===== src/rtl/pslip_gnt_arb.sv =====
// pslip_gnt_arb -- single-iteration iSLIP grant arbiter.
//
// Picks one requester per req_valid strobe, round-robin from ptr, and holds
// the one-hot grant until the downstream accept decision arrives. ptr only
// advances past the granted port when the grant is accepted.
//
// Optional feature: define ARB_TIMEOUT_EN to abandon a grant that has seen no
// accept decision after TO_CYCLES cycles in WAIT (pulses timeout). Without the
// macro, WAIT persists until accept_valid and timeout is tied low.
//
// Ports:
//   clk          clock, rising edge
//   reset        synchronous, active-low reset
//   req          per-port request vector (N bits)
//   req_valid    strobe qualifying req
//   accept_valid strobe carrying the accept decision for the outstanding grant
//   accept       1 = grant accepted, 0 = grant rejected
//   gnt          one-hot grant, zero when no grant is outstanding
//   gnt_valid    one-cycle strobe marking a new grant
//   ptr          round-robin grant pointer
//   busy         high whenever not IDLE
//   timeout      one-cycle strobe on accept timeout (0 without ARB_TIMEOUT_EN)
module pslip_gnt_arb #(
  parameter int unsigned N         = 4,
  parameter int unsigned TO_CYCLES = 8,
  localparam int unsigned PW       = $clog2(N)
) (
  input  logic          clk,
  input  logic          reset,
  input  logic [N-1:0]  req,
  input  logic          req_valid,
  input  logic          accept_valid,
  input  logic          accept,
  output logic [N-1:0]  gnt,
  output logic          gnt_valid,
  output logic [PW-1:0] ptr,
  output logic          busy,
  output logic          timeout
);

  typedef enum logic [1:0] {
    IDLE  = 2'd0,
    GRANT = 2'd1,
    WAIT  = 2'd2
  } state_t;

  state_t        state_q;
  logic [N-1:0]  gnt_q;
  logic          gnt_valid_q;
  logic [PW-1:0] ptr_q;
  logic [PW-1:0] gidx_q;

  logic [N-1:0]  pick_oh;
  logic [PW-1:0] pick_idx;
  logic [PW-1:0] scan_idx;
  logic          found;

`ifdef ARB_TIMEOUT_EN
  localparam int unsigned CW = (TO_CYCLES > 1) ? $clog2(TO_CYCLES) : 1;
  logic [CW-1:0] cnt_q;
  logic          timeout_q;
`endif

  // Round-robin scan starting at ptr; N is a power of two so the PW-bit
  // addition wraps modulo N on its own.
  always_comb begin
    pick_oh  = '0;
    pick_idx = '0;
    scan_idx = '0;
    found    = 1'b0;
    for (int unsigned k = 0; k < N; k++) begin
      scan_idx = ptr_q + PW'(k);
      if (!found && req[scan_idx]) begin
        found             = 1'b1;
        pick_idx          = scan_idx;
        pick_oh[scan_idx] = 1'b1;
      end
    end
  end

  always_ff @(posedge clk) begin
    if (!reset) begin
      state_q     <= IDLE;
      gnt_q       <= '0;
      gnt_valid_q <= 1'b0;
      ptr_q       <= '0;
      gidx_q      <= '0;
`ifdef ARB_TIMEOUT_EN
      cnt_q       <= '0;
      timeout_q   <= 1'b0;
`endif
    end else begin
      gnt_valid_q <= 1'b0;
`ifdef ARB_TIMEOUT_EN
      timeout_q   <= 1'b0;
`endif
      case (state_q)
        IDLE: begin
          if (req_valid && found) begin
            state_q     <= GRANT;
            gnt_q       <= pick_oh;
            gidx_q      <= pick_idx;
            gnt_valid_q <= 1'b1;
          end else begin
            gnt_q <= '0;
          end
        end
        GRANT: begin
          // An accept landing in the grant cycle itself completes the
          // transaction without ever entering WAIT.
          if (accept_valid) begin
            if (accept) ptr_q <= gidx_q + PW'(1);
            state_q <= IDLE;
            gnt_q   <= '0;
          end else begin
            state_q <= WAIT;
`ifdef ARB_TIMEOUT_EN
            cnt_q   <= '0;
`endif
          end
        end
        WAIT: begin
          if (accept_valid) begin
            if (accept) ptr_q <= gidx_q + PW'(1);
            state_q <= IDLE;
            gnt_q   <= '0;
`ifdef ARB_TIMEOUT_EN
          end else if (cnt_q == CW'(TO_CYCLES - 1)) begin
            // Accept is checked first, so it wins over a same-cycle expiry.
            state_q   <= IDLE;
            gnt_q     <= '0;
            timeout_q <= 1'b1;
          end else begin
            cnt_q <= cnt_q + CW'(1);
`endif
          end
        end
        default: begin
          state_q <= IDLE;
          gnt_q   <= '0;
        end
      endcase
    end
  end

  assign gnt       = gnt_q;
  assign gnt_valid = gnt_valid_q;
  assign ptr       = ptr_q;
  assign busy      = (state_q != IDLE);

`ifdef ARB_TIMEOUT_EN
  assign timeout = timeout_q;
`else
  assign timeout = 1'b0;
`endif

endmodule


===== config.mk =====
export PLATFORM = sky130hd
export DESIGN_NAME = pslip_gnt_arb
export DESIGN_NICKNAME = d
export VERILOG_FILES = /design/src/rtl/pslip_gnt_arb.sv
export SDC_FILE = /design/constraint.sdc
export NUM_CORES = 1
export LEC_CHECK = 0
export CELL_PAD_IN_SITES_DETAIL_PLACEMENT = 0
export CELL_PAD_IN_SITES_GLOBAL_PLACEMENT = 1
export CORE_MARGIN = 2
export CORE_UTILIZATION = 36
export DETAILED_ROUTE_END_ITERATION = 10
export PLACE_DENSITY_LB_ADDON = 0.1
export SLEW_MARGIN = 20
export SYNTH_ARGS = -nofsm -noshare
export SYNTH_HDL_FRONTEND = slang
export SYNTH_SLANG_ARGS = --single-unit

===== constraint.sdc =====
create_clock -name clk -period 2.3 [get_ports clk]
set_clock_uncertainty 0.2 [all_clocks]
set_input_delay 0.46 -clock clk [delete_from_list [all_inputs] [get_ports clk]]
set_output_delay 0.46 -clock clk [all_outputs]
set_load 0.005 [all_outputs]

==> results of run 1 <==
==> synth_stat cells (2+ instances only) <==
master	instances	area share
o21ai_0	3	0.014
buf_2	2	0.0094
ha_1	12	0.14
nand3_1	4	0.019
a221o_1	4	0.038
buf_6	5	0.053
dfxtp_1	11	0.21
a221oi_1	3	0.025
a211oi_1	2	0.014
a21oi_1	9	0.042
nand3b_1	5	0.035
nand2_1	2	0.0071
mux2i_1	2	0.019
nor3_1	2	0.0094
mux4_2	3	0.064
nor2_1	6	0.021
inv_1	10	0.035
==> cells by family after synthesis <==
logic type	Yosys count	share of synthesized area
XOR/XNOR	1	0.00827
adder cells (fa/ha/maj)	12	0.142
AND/OR/NAND/NOR	34	0.211
other	1	0.00354
multiplexers	6	0.0933
buffers and inverters	18	0.105
flip-flops	11	0.208
AO/OA/AOI/OAI	32	0.229
==> sequential cells by signal, summed over array words and instances, names as in the netlist <==
signal     cells
state_q        2
gidx_q         2
gnt            4
ptr            2
gnt_valid      1
==> worst max-delay path by stage <==
stage | end | depth (start not counted) | slack (ps)
floorplan | gnt[0] | 6 | 40
CTS | gnt[1] | 5 | 40
detailed placement | gnt[1] | 5 | -230
global route | gnt[1] | 6 | 6
finish | gnt[3] | 6 | 120
global placement | gnt[3] | 5 | -200
==> cell usage in the layout, fill, tap and decap left out, drive strengths merged, types with 2 or more instances in the layout <==
| master | n |
|---|---|
| or4b | 2 |
| a21oi | 9 |
| a221oi | 4 |
| inv | 10 |
| dfxtp | 11 |
| mux2i | 2 |
| a221o | 4 |
| clkbuf | 4 |
| nand2 | 2 |
| a211oi | 2 |
| ha | 12 |
| nor2 | 6 |
| o21ai | 4 |
| or3b | 2 |
| mux4 | 3 |
| buf | 16 |
| nand3b | 5 |
| clkdlybuf4s50 | 15 |
| nor3 | 2 |
| nand3 | 4 |
==> per-layer routing <==
layer  global-route usage  routed length, um  vias to the layer above
met1                0.199               1190                      467
met3               0.0402                114                        0
met2                0.237               1090                       25
met5                    0                  0                        -
met4               0.0199                  0                        0
li1                     -                  -                      486
==> layout make-up <==
cell class	count	share of cell area
well taps	31	0.0288
multi-input cells	86	0.549
clock buffers	4	0.0195
inverters	10	0.0278
repair buffers	32	0.210
flip-flops and latches	11	0.165
==> repair_timing <==
action / 4_1_cts / 5_1_grt
setup endpoints to repair: 0 / 6
setup buffers: 0 / 0
resized for setup: 0 / 3
hold endpoints to repair: 0 / 0
==> power groups by stage <==
stage	Clock [mW]	Combinational, mW	Sequential (mW)
2_1_floorplan	0	0.157	0.227
5_1_grt	0.146	0.274	0.220
6_report	0.130	0.250	0.217
3_3_place_gp	0	0.244	0.221
3_5_place_dp	0	0.246	0.222
4_1_cts	0.136	0.247	0.217
==> through the flow <==
| step | util | power (mW) | std cells | hold slack, ps | area [um^2] |
|---|---|---|---|---|---|
| after global routing | 0.485 | 0.640 | 174 | 323 | 1350 |
| after detailed placement | 0.470 | 0.468 | 170 | 277 | 1310 |
| after CTS | 0.480 | 0.600 | 174 | 292 | 1330 |
| after floorplan | - | 0.384 | 115 | 257 | 1060 |
| after global placement | 0.470 | 0.465 | 170 | 273 | 1310 |
| final | 0.485 | 0.597 | 174 | 285 | 1350 |
==> qor.yml, run 1 <==
outcome:
  outcome: "completed"
worst_setup_path:
  critical-path-top-delay-family: "simple AND/OR/NAND/NOR gates"
  critPathBufInv: 1
  reg2reg_from: "state_q[0]"
  critPathRequiredTime_ps: 2320
  critPathLaunch: "state_q[0]"
  cp-start-kind: "flop"
  path_cells: "inv_1 > ha_1 > and2b_2 > or4b_4 > a221oi_1 > a221o_1"
  cpMaxStageDelayCell: "or4b_4"
  cp_data_arrival_time_ps: 2200
  worstPathMaxFanout: 5
  critPathKind: "flop to flop"
  r2r_cells: 6
  end_kind: "flop"
  rrSetupSlack_ps: 120
  r2r_end: "gnt[3]"
  critPathMaxStageDelay_ps: 570
hold_path:
  hp-class: "flop to flop"
  worstHoldEndpoint: "gnt[0]"
  hold_start: "gnt[0]"
  hold-path-cell-count: 1
synth:
  syn-mean-instance-area_um2: 9.22
  synth.cell_area_um2: 1060
  async_reset_ff_frac: 0
  synthCells: 115
  ys.flop_type: "dfxtp_1"
  yosys_warnings: 0
  synth_enable_flop_cells: 0
  synth_fp_nets: 136
  ys_seq_area_frac: 0.208
  ys_seq_elements: 11
  synth.distinct_cells: 47
final_layout:
  drive_gt1_frac: 0.245
  seqCellArea_um2: 223
  nets: 165
  antenna_cells: 0
  multi_input_area_um2: 741
  syn2layout_area_growth_pct: 27.3
  fillers: 263
power_and_ir_drop:
  swShare: 0.327
  ir_drop_mv: 0.506
  power.internal_mw: 0.402
  p_clk_frac: 0.218
  powerDensity_nw_per_um2: 443
  power_leakage_nw: 0.534
  p_seq_frac: 0.364
  p_comb_frac: 0.418
  p_switching_mw: 0.195
cts:
  clk_path_buf_depth: 2
  htree_levels: 1
  clock_latency_ps: 260
  path_clk_slew_ps: 70
  tritoncts: "built"
  root_buffer: "clkbuf_4"
  ctsHoldBuffers: 0
  clkSinkCount: 11
  cts_buffers: 3
place:
  port_buffers: 16
  dp_slack_ps: -231
  routabilityCongestion: 0.800
  dp_hpwl_um: 1810
detailed_routing:
  dr.pass1.iters: 5
  drc: 0
  wl_um: 2400
  drt_iter0_markers: 30
  vias: 978
  vias_per_cell: 5.62
  antenna_left: 0
  avgRoutedWirePerCell_um: 13.8
floorplan:
  io_pins: 18
  start_util: 0.381
  dieHeight_um: 58.3
  dieWidth_um: 58.3
  dieArea_um2: 3390
  rows: 19
  core_um2: 2780
grt:
  grt_max_degree: 19
  antenna_found_initial: 0
  grt_pass1_vias: 885
  grt_use_total: 0.146
  grt_first_pass_wirelength_um: 3930
  grt-ovfl-total: 0
timing:
  maxSlewViolCount: 0
  setup_violations: 0
  setup_ws_ps: 116
  final.min_clock_period_ps: 2180
  hold_viol: 0
  min_period_over_period: 0.949
  finalSetupTns_ps: 0
  fmax_mhz: 458
  rsz0062_at_grt: "no"
job:
  cap_violations: 0
Note: power is estimated with default switching activity, not from simulation.
==> run 2, diff against run 1 <==
--- a/config.mk
+++ b/config.mk
@@ -5,11 +5,13 @@
 export SDC_FILE = /design/constraint.sdc
 export NUM_CORES = 1
 export LEC_CHECK = 0
+export ABC_CLOCK_PERIOD_IN_PS = 2800
 export CELL_PAD_IN_SITES_DETAIL_PLACEMENT = 0
 export CELL_PAD_IN_SITES_GLOBAL_PLACEMENT = 1
 export CORE_MARGIN = 2
-export CORE_UTILIZATION = 36
+export CORE_UTILIZATION = 43
 export DETAILED_ROUTE_END_ITERATION = 10
+export HOLD_SLACK_MARGIN = 0.03
 export PLACE_DENSITY_LB_ADDON = 0.1
 export SLEW_MARGIN = 20
 export SYNTH_ARGS = -nofsm -noshare
==> constraint.sdc (replaced) <==
create_clock -name clk -period 2.8 [get_ports clk]
set_clock_uncertainty 0.2 [all_clocks]
set_input_delay 0.56 -clock clk [delete_from_list [all_inputs] [get_ports clk]]
set_output_delay 0.56 -clock clk [all_outputs]
set_load 0.005 [all_outputs]
==> run 2 against run 1 <==
Power decreased by 20%. Sequential power fell by 18%. Sequential share of layout area up 0.97 points. Global-route usage up 4.2 points. Core utilization grew 6.9 points. Cell count fell by 6.9%. Via count fell by 4.5%. Final area is 6.6% lower. Largest cell class unchanged. Largest power group unchanged.
==> qor.yml, run 2 (synthesis results as in run 1) <==
cts:
  root_buffer: "clkbuf_4"
  path_clk_slew_ps: 60  # about the same
  cts_buffers: 3  # unchanged
  post_cts_buffers: 0  # unchanged
  htree_levels: 1  # unchanged
  clk_path_buf_depth: 2  # unchanged
  cts_resized: 0  # unchanged
  ctsHoldBuffers: 0  # unchanged
  clock_latency_ps: 270  # about the same
  tritoncts: "built"
  clkSinkCount: 11  # unchanged
hold_path:
  hp-class: "flop to flop"
  hold_start: "gnt[0]"
grt:
  grt-ovfl-total: 0  # unchanged
  grt_use_total: 0.189  # +0.0423
  antenna_found_initial: 0  # unchanged
  grt_max_degree: 19  # unchanged
  grt_first_pass_wirelength_um: 3950  # +0.33%
  grt_pass1_vias: 897  # +1.4%
worst_setup_path:
  critPathKind: "input port to flop"
  crit_end: "gnt[2]"
  cp-start-kind: "input port"
  rrSetupSlack_ps: 460  # +340 ps
  end_kind: "flop"
  path_cells: "clkdlybuf4s50_1 > or4_1 > or4b_4 > a31oi_2 > a221o_1"
  critPathRequiredTime_ps: 2750  # +430 ps
  critPathLaunch: "req[3]"
  cpMaxStageDelayCell: "or4_1"
  cp_data_arrival_time_ps: 2330  # +130 ps
  r2r_end: "gidx_q[1]"
  worstPathMaxFanout: 7  # +2
  reg2reg_from: "ptr[0]"
  critPathMaxStageDelay_ps: 620  # +50 ps
  r2r_cells: 6  # unchanged
floorplan:
  start_util: 0.466  # +0.0846
  core_um2: 2280  # -18%
  dieHeight_um: 53.6  # -7.9%
  dieWidth_um: 53.6  # -7.9%
  rows: 17  # -2
  io_pins: 18  # unchanged
  dieArea_um2: 2880  # -15%
final_layout:
  fillers: 215  # -18%
  final_cell_area_um2: 1260  # -6.6%
  drive_gt1_frac: 0.172  # -0.0731
  largest_register_ffs: 4  # unchanged
  nets: 156  # -5.5%
  final_cell_mix: "clkdlybuf4s50_1, ha_1, dfxtp_1"
  layout_commonest_cell: "clkdlybuf4s50_1"
  syn2layout_area_growth_pct: 18.9
  antenna_cells: 0  # unchanged
detailed_routing:
  avgRoutedWirePerCell_um: 14.2  # +2.7%
  vias: 934  # -4.5%
  antenna_left: 0  # unchanged
  vias_per_cell: 5.77  # +2.6%
  drt_iter0_markers: 19  # -37%
  wl_um: 2290  # -4.4%
  drc: 0  # unchanged
  dr.pass1.iters: 4  # -1
place:
  port_buffers: 16  # unchanged
  routabilityCongestion: 0.807  # +0.81%
  place_area_um2: 1230  # -5.6%
  dp_hpwl_um: 1800  # -0.85%
timing:
  finalSetupTns_ps: 0  # unchanged
  rsz0062_at_grt: "no"
  fmax_mhz: 420
  setup_violations: 0  # unchanged
  hold_viol: 0  # unchanged
  maxSlewViolCount: 0  # unchanged
  hold_ws_ps: 294  # +8.59 ps
  final.min_clock_period_ps: 2380
  min_period_over_period: 0.851
power_and_ir_drop:
  powerDensity_nw_per_um2: 379  # -14%
  power_leakage_nw: 0.482  # -9.8%
  ir_drop_mv: 0.286  # -44%
outcome:
  outcome: "completed"
job:
  cap_violations: 0  # unchanged
run 2: cell count changes in the layout (fill, tap and decap cells not counted), sizes merged:
cell	previous run	this run
dlymetal6s2s	1	0
clkdlybuf4s50	15	16
buf	16	7
run 2: worst max-delay path, delay by kind of cell:
kind / cells / cell delay (ps)
buf+inv: 1 / 510
compound gates: 2 / 370
simple gates: 2 / 890
run 2: area by class of cell:
type,instances,area [um^2],share of cell area
Sequential cell,11,220,0.175
Tap cell,28,35.0,0.0278
Multi-Input combinational cell,86,728,0.578
Clock buffer,4,26.3,0.0209
Timing Repair Buffer,23,213,0.169
Inverter,10,37.5,0.0298
run 2: per-layer routing:
layer | wire [um] | vias to the layer above | GRT usage
li1 | - | 470 | -
met1 | 1050 | 446 | 0.236
met2 | 1150 | 16 | 0.325
met3 | 78 | 2 | 0.0417
met4 | 12 | 0 | 0.0513
met5 | 0 | - | 0
run 2: worst min path at each step:
stage	end	depth (start not counted)
floorplan	gidx_q[0]	2
global placement	gnt[2]	1
detailed placement	gnt[3]	1
CTS	gnt[3]	1
global route	gnt[0]	1
finish	gnt[0]	1
run 2: report_power, final:
part	total, mW	internal (mW)	switching, mW
sequential	0.179	0.170	0.00838
combinational	0.192	0.0951	0.0968
clock	0.107	0.0551	0.0516
total	0.477	0.320	0.157
run 2: metrics by stage:
step / power [mW] / instances / worst slack [ps] / utilization
CTS: 0.484 / 162 / 424 / 0.554
global route: 0.518 / 162 / 349 / 0.554
finish: 0.477 / 162 / 417 / 0.554
global placement: 0.372 / 158 / 153 / 0.542
floorplan: 0.315 / 115 / 389 / -
detailed placement: 0.374 / 158 / 146 / 0.542
